### config.mk
export PLATFORM = sky130hd
export DESIGN_NAME = pipeline_restoring_divider
export DESIGN_NICKNAME = d
export VERILOG_FILES = /design/src/rtl/pipeline_div_pkg.sv /design/src/rtl/div_restore_step.sv /design/src/rtl/pipeline_restoring_divider.sv
export SDC_FILE = /design/constraint.sdc
export NUM_CORES = 1
export LEC_CHECK = 0
export CAP_MARGIN = 40
export CORE_UTILIZATION = 25
export CTS_CLUSTER_SIZE = 8
export DETAILED_ROUTE_END_ITERATION = 8
export SKIP_CTS_REPAIR_TIMING = 1
export SYNTH_ARGS = -nofsm -noshare
export SYNTH_HDL_FRONTEND = slang
export SYNTH_SLANG_ARGS = --single-unit
### constraint.sdc
create_clock -name clk -period 2.85 [get_ports clk]
set_input_delay 0.285 -clock clk [delete_from_list [all_inputs] [get_ports clk]]
set_output_delay 0.285 -clock clk [all_outputs]
set_load 0.05 [all_outputs]
### src/rtl/pipeline_div_pkg.sv
// ============================================================================
// Module   : pipeline_div_pkg
// Brief    : Shared constants, latency helper and per-stage control struct
//            for the pipelined restoring divider.
// Revision : 1.0 - initial release
// ============================================================================
`default_nettype none

package pipeline_div_pkg;

    localparam int C_DEFAULT_WIDTH = 8;

    // Wide enough for any supported WIDTH; users slice the low WIDTH bits.
    localparam logic [63:0] C_DBZ_QUOTIENT = '1;

    function automatic int latency(input int width);
        return width + 2;
    endfunction

    // Width-independent part of a stage; the data fields are added by the
    // parent, which knows WIDTH.
    typedef struct packed {
        logic valid;
        logic dvd_neg;
        logic q_neg;
        logic dbz;
        logic ovf;
    } div_ctl_t;

endpackage

`default_nettype wire

### src/rtl/div_restore_step.sv
// ============================================================================
// Module   : div_restore_step
// Brief    : One combinational restoring-division step: shift in a dividend
//            bit, subtract the divisor if it fits.
// Revision : 1.0 - initial release
// ============================================================================
`default_nettype none

module div_restore_step #(
    parameter int WIDTH = 8
) (
    input  logic [WIDTH-1:0] i_r,
    input  logic             i_bit,
    input  logic [WIDTH-1:0] i_d,
    output logic [WIDTH-1:0] o_r,
    output logic             o_qbit
);

    logic [WIDTH-1:0] w_shift;

    // The subtraction only needs the low WIDTH bits: the result is below the
    // divisor whenever it is kept, so the dropped MSB is always zero.
    assign w_shift = {i_r[WIDTH-2:0], i_bit};
    assign o_qbit  = ({i_r, i_bit} >= {1'b0, i_d});
    assign o_r     = o_qbit ? (w_shift - i_d) : w_shift;

endmodule

`default_nettype wire

### src/rtl/pipeline_restoring_divider.sv
// ============================================================================
// Module   : pipeline_restoring_divider
// Brief    : Fully pipelined restoring divider, one pair per clock, latency
//            WIDTH+2. Signed mode enabled by PIPELINE_DIVIDER_SIGNED_EN.
// Revision : 1.0 - initial release
// ============================================================================
`default_nettype none

module pipeline_restoring_divider
    import pipeline_div_pkg::*;
#(
    parameter int WIDTH = C_DEFAULT_WIDTH
) (
    input  logic             clk,
    input  logic             rst_n,
    input  logic             in_valid,
    input  logic [WIDTH-1:0] dividend,
    input  logic [WIDTH-1:0] divisor,
    output logic             out_valid,
    output logic [WIDTH-1:0] quotient,
    output logic [WIDTH-1:0] remainder,
    output logic             div_by_zero,
    output logic             overflow
);

    // qd holds the not-yet-consumed dividend bits in its upper part while
    // quotient bits shift in from the bottom.
    typedef struct packed {
        div_ctl_t         ctl;
        logic [WIDTH-1:0] r;
        logic [WIDTH-1:0] qd;
        logic [WIDTH-1:0] d;
        logic [WIDTH-1:0] raw;
    } stage_t;

    stage_t r_stage [0:WIDTH];
    stage_t w_next  [1:WIDTH];
    stage_t w_s0;
    stage_t w_last;

`ifdef PIPELINE_DIVIDER_SIGNED_EN
    localparam logic [WIDTH-1:0] C_MOST_NEG = {1'b1, {(WIDTH-1){1'b0}}};
`endif

    always_comb begin
        w_s0           = '0;
        w_s0.ctl.valid = in_valid;
        w_s0.ctl.dbz   = (divisor == '0);
        w_s0.raw       = dividend;
`ifdef PIPELINE_DIVIDER_SIGNED_EN
        w_s0.ctl.dvd_neg = dividend[WIDTH-1];
        w_s0.ctl.q_neg   = dividend[WIDTH-1] ^ divisor[WIDTH-1];
        w_s0.ctl.ovf     = (dividend == C_MOST_NEG) && (divisor == '1);
        w_s0.qd          = dividend[WIDTH-1] ? -dividend : dividend;
        w_s0.d           = divisor[WIDTH-1]  ? -divisor  : divisor;
`else
        w_s0.qd = dividend;
        w_s0.d  = divisor;
`endif
    end

    for (genvar k = 1; k <= WIDTH; k++) begin : g_step
        logic [WIDTH-1:0] w_r;
        logic             w_qbit;

        div_restore_step #(
            .WIDTH (WIDTH)
        ) u_step (
            .i_r    (r_stage[k-1].r),
            .i_bit  (r_stage[k-1].qd[WIDTH-1]),
            .i_d    (r_stage[k-1].d),
            .o_r    (w_r),
            .o_qbit (w_qbit)
        );

        assign w_next[k].ctl = r_stage[k-1].ctl;
        assign w_next[k].r   = w_r;
        assign w_next[k].qd  = {r_stage[k-1].qd[WIDTH-2:0], w_qbit};
        assign w_next[k].d   = r_stage[k-1].d;
        assign w_next[k].raw = r_stage[k-1].raw;
    end

    always_ff @(posedge clk or negedge rst_n) begin
        if (!rst_n) begin
            for (int k = 0; k <= WIDTH; k++) begin
                r_stage[k] <= '0;
            end
        end else begin
            r_stage[0] <= w_s0;
            for (int k = 1; k <= WIDTH; k++) begin
                r_stage[k] <= w_next[k];
            end
        end
    end

    assign w_last = r_stage[WIDTH];

    // In unsigned builds the sign bits are constant zero, so the negations
    // below reduce to plain pass-through.
    always_ff @(posedge clk or negedge rst_n) begin
        if (!rst_n) begin
            out_valid   <= 1'b0;
            quotient    <= '0;
            remainder   <= '0;
            div_by_zero <= 1'b0;
            overflow    <= 1'b0;
        end else begin
            out_valid <= w_last.ctl.valid;
            if (w_last.ctl.valid) begin
                if (w_last.ctl.dbz) begin
                    quotient  <= C_DBZ_QUOTIENT[WIDTH-1:0];
                    remainder <= w_last.raw;
                end else begin
                    quotient  <= w_last.ctl.q_neg   ? -w_last.qd : w_last.qd;
                    remainder <= w_last.ctl.dvd_neg ? -w_last.r  : w_last.r;
                end
                div_by_zero <= w_last.ctl.dbz;
                overflow    <= w_last.ctl.ovf;
            end
        end
    end

endmodule

`default_nettype wire

# Yosys cells after proc, flatten, opt, wreduce, memory -nomap -nowiden
# Cells that the tools add are included.
[word_totals] reg_bits=300 output_inout_bits=19 wordCells=82
[op_classes] add_sub_neg=8 order_cmp=8 muxes=10 n_reduce_logical=1
[ops] operator="8-bit two-way mux" count=10
[ops] operator="9-bit by 8-bit >= comparator with 1-bit output" count=7
[ops] operator="8-bit subtractor" count=7
[ops] operator="1-bit by 8-bit >= comparator with 1-bit output" count=1
[ops] operator="8-bit logical NOT" count=1
[ops] operator="1-bit by 8-bit subtractor with 8-bit output" count=1

# Logic depth before layout (Yosys ltp)
# Gate-level depths: netlist of run 1.
[depth] depth_word=2 ltp_mapped=8 ltp_nobuf=8

# By module
# From an unflattened synthesis of run 1, not the netlist that was laid out.
[hier_totals] hier_cells=869 hier_area_um2=11375.9
[modules_own_cells] mod="pipeline_restoring_divider" instances=1 cells_each=332 area_each_um2=7135.6 seq_area_each_um2=6806.5
[modules_own_cells] mod="div_restore_step (g_step[1].u_step ...)" instances=4 cells_each=66 area_each_um2=539.3 seq_area_each_um2=0.0
[modules_own_cells] mod="div_restore_step (g_step[4].u_step ...)" instances=2 cells_each=69 area_each_um2=520.5 seq_area_each_um2=0.0
[modules_own_cells] mod="div_restore_step (g_step[7].u_step)" instances=1 cells_each=68 area_each_um2=540.5 seq_area_each_um2=0.0
[modules_own_cells] mod="div_restore_step (g_step[3].u_step)" instances=1 cells_each=67 area_each_um2=501.7 seq_area_each_um2=0.0

# Least setup slack after synthesis of run 1
# OpenSTA, ideal clock, no wires.
[synth_path] kind="reg2reg" start="register r_stage[196] (netlist name)" end="register r_stage[174] (netlist name)" setup_ns=0.125 t_arrival_ns=1.735 setup_slack_ns=0.991 path_stages_with_launch=8 n_path_buf=0 path_cell_list="dfrtp_1 inv_1 ha_1 a21o_1 a21oi_1 o21ai_1 a21oi_4 mux2_2"
[synth_via] elab_chain_cells=2
[synth_rtl] element="start: declaration" line="pipeline_restoring_divider.sv:36" source="stage_t r_stage [0:WIDTH];"
[synth_rtl] element="start signal: indexed assignment" line="pipeline_restoring_divider.sv:91" source="r_stage[k] <= w_next[k];"
[synth_rtl] element="9-bit by 8-bit >= comparator with 1-bit output" line="div_restore_step.sv:24" source="assign o_qbit = ({i_r, i_bit} >= {1'b0, i_d});"
[synth_rtl] element="8-bit two-way mux" line="div_restore_step.sv:25" source="assign o_r = o_qbit ? (w_shift - i_d) : w_shift;"
[synth_rtl] element="named net g_step[4].u_step.o_r[2]" line="div_restore_step.sv:15" source="output logic [WIDTH-1:0] o_r,"
# The timed path passes the listed nets, and every way through them passes these cells.
# A chain may end at the register's enable or synchronous reset.

# Final worst setup path of run 1
[layout_path] start="register r_stage[88] (netlist name)" end="register r_stage[68] (netlist name)"
[layout_via] elab_chain_cells=2 elab_cells_between_ends=3 cone_classes="add/sub (1); order compare (1); mux (1)"
[layout_rtl] element="9-bit by 8-bit >= comparator with 1-bit output" line="div_restore_step.sv:24"
[layout_rtl] element="named net g_step[7].u_step.o_qbit" line="div_restore_step.sv:16" source="output logic o_qbit"
[layout_rtl] element="8-bit two-way mux" line="div_restore_step.sv:25"
[layout_rtl] element="named net g_step[7].u_step.o_r[7]" line="div_restore_step.sv:15"
# The timed path passes the listed nets, and every way through them passes these cells.

==> results.ini, run 1 <==
[status]
status = finished with violations
failed_checks = design-rule violations

[global_routing]
grt_util_all_layers_pct = 8.84
grt_start_max_net_pins = 91
overflow = 0
grt_antenna_before_repair = 0
vias_in_the_first_global_route = 6410
grt_first_pass_wirelength_mm = 30.6

[power]
p_leak_nw = 5.84
power_density_nw_per_um2 = 898
vdd.ir_drop.worst_v = 0.000404
p_seq_share_pct = 41.3
power.net_switching_mw = 3.30
fin_total_pwr_mw = 11.3
cell_internal_power_mw = 7.99
swShare_pct = 29.2
clock_power_share_pct = 35.6
power_frac_comb_pct = 23.2

[logic_synthesis]
post_synth_mux_area_share_pct = 1.89
synth_compound_area_share_pct = 12.1
ys_ff_latch = 272
asyncSetResetFlopFracSynth_pct = 100
mappedNetlistNets = 898
synth_sequential_area_ratio_pct = 65.1
synth.avg_cell_area_um2 = 12.8
synthesis_warnings = 0
synth_top_family_by_area = compound AO/OA/AOI/OAI gates
post_synth_and_or_nand_nor_area_fraction_pct = 7.32
synthesis.instances = 814
synthDistinctLibCells = 50
synth_area_um2 = 10500
synth_ff_type = sky130_fd_sc_hd__dfrtp_1
post_synth_xor_area_fraction_pct = 1.76
synth-edff-count = 0
yosys.area_share.adder_pct = 8.28

[sta]
maxSlewViolCount = 0
rsz_0062_raised_after_global_routing = no
finClkSkew_ns = 0.0157
tightest_slew_ns = 0.681
setup-tns-final_ns = 0
setup_viol = 0
min_period_over_period_pct = 77.9
timing.slew.headroom_pct = 54.6
max_freq_ghz = 0.451
final-hold-violation-count = 0
finalCriticalPeriod_ns = 2.22

[clock_network]
cts_tree = yes
cts_max_level = 2
clk_pin_slew_worst_paths_ns = 0.05
clkLatencyLatePin_ns = 0.51
cts-buffers-inserted = 40
maximum_root_to_sink_buffer_count = 3
cts_root_buffer = sky130_fd_sc_hd__clkbuf_16
cts_num_sinks = 272

[worst_setup_path]
worst_ep_required_time_ns = 3.23
worstReg2RegEnd = r_stage[68]$_DFF_PN0_
crit_end = r_stage[68]$_DFF_PN0_
worst-setup-path-type = reg -> reg
worst_setup_sp_type = flop
critical_path.endpoint_type = flop
r2r_slack_ns = 0.63
critPathArrivalTime_ns = 2.60
r2r_start = r_stage[88]$_DFF_PN0_
rr_worst_depth = 7
crit_start = r_stage[88]$_DFF_PN0_
highest_fanout_seen_on_the_critical_path = 16

[floorplan]
start_util_pct = 25.5
standard_cell_core_area_um2 = 41000
die_area_um2 = 42700
placement_rows = 74
floorplan.die.width_um = 207
boundaryPins = 38
height_of_the_die_um = 207

[min_path]
hp-class = in -> reg

[final_layout]
sequential_cell_area_um2 = 6810
finish.utilization_pct = 30.7
multi_input_area_um2 = 3280
antenna_diode_count = 0
drive_above_1_share_pct = 9.10
final.fill_count = 4043
postLayoutCellArea_um2 = 12600
area.growth.synth_to_final_pct = 20.2
final_nets = 970

[drt]
drc = 3
initialDrtViolationCount = 350
remaining_antenna_violation_count_after_routing = 0
detailedRoute.firstPassIterationCount = 6
avgRoutedWirePerCell_um = 12.4
viasPerCell = 4.17
drt_wl_total_mm = 17.6
dr_total_vias = 5936

[placement]
routabilityCongestion = 0.838
place.detailed.hpwl_mm = 12.3
post_dp_cell_area_um2 = 11500
port_buffers = 36

[job]
maxCapViolCount = 0

## area by class of cell
type	count	area share, %
inverter	79	2.36
clock buffer	43	8.22
sequential	272	54.1
clock inverter	3	0.209
tap	532	5.29
multi-input combinational	450	26.1
timing repair buffer	43	3.70
## flip-flops by register name, summed over array words and instances (netlist names)
signal       flops
div_by_zero      1
remainder        8
out_valid        1
r_stage        254
quotient         8
## power by group through the flow
| stage | sequential [mW] | combinational [mW] | clock (mW) |
|---|---|---|---|
| 2_1_floorplan | 4.87 | 1.76 | 0 |
| 3_3_place_gp | 4.72 | 2.55 | 0 |
| 3_5_place_dp | 4.72 | 2.61 | 0 |
| 4_1_cts | 4.67 | 2.62 | 4.17 |
| 5_1_grt | 4.72 | 2.95 | 4.36 |
| 6_report | 4.66 | 2.61 | 4.02 |
## Yosys cell counts (all sizes together), types with 7 or more instances
master / n / area, µm²
ha: 58 / 726
and2: 9 / 56.3
a21o: 9 / 67.6
mux2i: 13 / 130
a211oi: 8 / 60.1
o21ai: 62 / 310
o31ai: 12 / 90.1
nand2: 53 / 199
a21oi: 48 / 252
o21a: 15 / 113
inv: 79 / 297
dfrtp: 272 / 6810
xor2: 13 / 114
buf: 8 / 56.3
nor2: 38 / 143
fa: 7 / 140
nand2b: 15 / 93.8
nor3: 8 / 51.3
xnor2: 8 / 70.1
## cell families (layout without fill, tap and decap cells)
group / Yosys count / count (layout)
AOI/OAI and AO/OA: 190 / 190
xor gates and xnor gates: 21 / 21
buffers and inverters: 92 / 168
adders and majority gates: 65 / 65
and+or+nand+nor: 154 / 154
other: 1 / 1
DFF: 272 / 272
muxes: 19 / 19
## worst min-delay path by stage
stage / from / end / slack (ns) / cells past startpoint
2_1_floorplan: rst_n / div_by_zero$_DFFE_PN0P_ / -0.01 / 0
3_3_place_gp: rst_n / r_stage[65]$_DFF_PN0_ / 0.19 / 1
3_5_place_dp: rst_n / r_stage[51]$_DFF_PN0_ / 0.19 / 1
4_1_cts: rst_n / r_stage[90]$_DFF_PN0_ / -0.36 / 1
5_1_grt: dividend[1] / r_stage[297]$_DFF_PN0_ / 0.20 / 1
6_report: dividend[7] / r_stage[303]$_DFF_PN0_ / 0.22 / 1
## metal layers
metal,vias to the layer above,share of wire [%],global-route usage (%)
met5,-,0,0
met4,0,2.5,3.13
li1,2908,-,-
met3,39,4.2,2.40
met2,112,49,15.0
met1,2877,45,10.8
## critical path, cell delays in order, from the launching register on
cell and delay, ns:
sky130_fd_sc_hd__dfrtp_1 0.34, sky130_fd_sc_hd__inv_1 0.05, sky130_fd_sc_hd__ha_1 0.36, sky130_fd_sc_hd__a21oi_1 0.20, sky130_fd_sc_hd__o21ai_1 0.16, sky130_fd_sc_hd__a221oi_4 0.61
sky130_fd_sc_hd__inv_1 0.14, sky130_fd_sc_hd__o22a_1 0.24
## through the flow
stage	instances	setup WS (ns)	hold WS, ns
finish	1422	0.631	0.223
global route	1422	0.414	0.200
CTS	1421	0.634	-0.361
detailed placement	1375	0.644	0.186
global placement	1374	0.722	0.189
floorplan	814	0.991	-0.0106
## layout by cell type (no fill, tap or decap), types with 9 or more instances in the layout
master	instances
sky130_fd_sc_hd__o31ai_1	12
sky130_fd_sc_hd__nand2_1	53
sky130_fd_sc_hd__a21oi_1	47
sky130_fd_sc_hd__o21ai_0	58
sky130_fd_sc_hd__clkdlybuf4s50_1	35
sky130_fd_sc_hd__ha_1	58
sky130_fd_sc_hd__mux2i_1	13
sky130_fd_sc_hd__a21o_1	9
sky130_fd_sc_hd__nor2_1	38
sky130_fd_sc_hd__and2_1	9
sky130_fd_sc_hd__inv_1	77
sky130_fd_sc_hd__nand2b_1	15
sky130_fd_sc_hd__dfrtp_1	272
sky130_fd_sc_hd__clkbuf_16	41
sky130_fd_sc_hd__o21a_1	15
sky130_fd_sc_hd__xor2_1	13
(Power assumes the default switching activity.)
==> run 2: changes to the inputs <==
- clock period: 2.85 -> 2.25 ns (I/O delays scaled with it)
==> results.ini, run 2 (same netlist as run 1, synthesis figures left out) <==
[worst_setup_path]
path_depth = 7
crit_end = r_stage[174]$_DFF_PN0_
r2r_slack_ns = 0.17
worstReg2RegEnd = r_stage[174]$_DFF_PN0_
cpPeakStageDelay_ns = 0.37
slowest_stage = sky130_fd_sc_hd__mux2_2
worst_path_dominant_cell_family = compound AO/OA/AOI/OAI gates
worst-setup-path-type = reg -> reg
r2r_start = r_stage[196]$_DFF_PN0_
crit_start = r_stage[196]$_DFF_PN0_
worst_setup_sp_type = flop
critPathBufInv = 1
highest_fanout_seen_on_the_critical_path = 8
critPathArrivalTime_ns = 2.47
worstPathCellList = inv_1, ha_1, a21o_1, a21oi_1, o21ai_1, a21oi_4, mux2_2
critical_path.endpoint_type = flop
rr_worst_depth = 7
worst_ep_required_time_ns = 2.64

[power]
vdd.ir_drop.worst_v = 0.000563
power_density_nw_per_um2 = 1140
p_leak_nw = 5.93

[clock_network]
clkLatencyLatePin_ns = 0.52
cts_root_buffer = sky130_fd_sc_hd__clkbuf_16
clk_pin_slew_worst_paths_ns = 0.05
maximum_root_to_sink_buffer_count = 3
cts_num_sinks = 272
cts_tree = yes
cts-buffers-inserted = 40
cts_max_level = 2

[floorplan]
standard_cell_core_area_um2 = 41000
start_util_pct = 25.5
floorplan.die.width_um = 207
die_area_um2 = 42700
placement_rows = 74
height_of_the_die_um = 207
boundaryPins = 38

[final_layout]
final_cell_mix = 272 x sky130_fd_sc_hd__dfrtp_1, 77 x sky130_fd_sc_hd__inv_1, 58 x sky130_fd_sc_hd__o21ai_0, 58 x sky130_fd_sc_hd__ha_1, 53 x sky130_fd_sc_hd__nand2_1
antenna_diode_count = 0
area.growth.synth_to_final_pct = 21.6
finish.utilization_pct = 31.0
final_nets = 985
largest_register = r_stage
largest_registers = r_stage (254), quotient (8), remainder (8)
layout_commonest_cell = sky130_fd_sc_hd__dfrtp_1
largest_reg_flops = 254
postLayoutCellArea_um2 = 12700
drive_above_1_share_pct = 10.7

[status]
status = finished with violations
failed_checks = design-rule violations

[sta]
maxSlewViolCount = 0
final-hold-violation-count = 0
setup-tns-final_ns = 0
setup_viol = 0
max_freq_ghz = 0.480
min_period_over_period_pct = 92.6
finClkSkew_ns = 0.0163
setup_slack_ns = 0.166
timing.slew.headroom_pct = 47.4
rsz_0062_raised_after_global_routing = no
tightest_slew_ns = 0.789
finalCriticalPeriod_ns = 2.08

[drt]
drt_wl_total_mm = 18.0
remaining_antenna_violation_count_after_routing = 0
dr_total_vias = 5997
drc = 3
initialDrtViolationCount = 301
viasPerCell = 4.18
detailedRoute.firstPassIterationCount = 6
avgRoutedWirePerCell_um = 12.5

[placement]
post_dp_cell_area_um2 = 11600
port_buffers = 36
pre_cts_ws_ns = 0.185
routabilityCongestion = 0.860
place.detailed.hpwl_mm = 12.6

[global_routing]
vias_in_the_first_global_route = 6552
grt_antenna_before_repair = 0
overflow = 0
grt_first_pass_wirelength_mm = 31.1
grt_start_max_net_pins = 65
grt_util_all_layers_pct = 9.06

[min_path]
holdCritStartpoint = dividend[7]
hp-class = in -> reg

[job]
maxCapViolCount = 0

==> run 2: how the worst min path moves through the flow <==
stage	slack (ns)	cells after the start	end
after floorplan	-0.07	0	div_by_zero$_DFFE_PN0P_
after global placement	0.23	1	r_stage[258]$_DFF_PN0_
after detailed placement	0.22	1	r_stage[258]$_DFF_PN0_
after CTS	-0.33	1	r_stage[258]$_DFF_PN0_
after global routing	0.13	1	r_stage[296]$_DFF_PN0_
final	0.16	1	r_stage[303]$_DFF_PN0_
==> run 2: cell type report <==
cell class                      instances  area [µm²]
Fill cell                            4071       28300
Sequential cell                       272        6810
Multi-Input combinational cell        450        3280
Clock buffer                           43        1060
Tap cell                              532         666
Timing Repair Buffer                   58         583
Inverter                               79         297
Clock inverter                          2        25.0
==> run 2: routing by layer <==
metal	GRT usage, %	up-vias	routed length [µm]
met5	0	-	0
met4	2.99	0	312
met3	2.43	33	727
met2	15.6	93	9070
met1	10.9	2945	7900
li1	-	2926	-
==> run 2: power by group <==
group,internal [mW],switching (mW)
Clock,3.29,1.90
Combinational,1.47,1.99
Sequential,5.58,0.320
Total,10.3,4.21
==> run 2: through the flow <==
step	hold WS, ns	total power, mW	instances
final	0.158	14.6	1436
after global routing	0.132	15.5	1436
after CTS	-0.327	14.7	1433
after detailed placement	0.221	9.43	1388
after global placement	0.229	9.36	1388
after floorplan	-0.0706	8.40	814
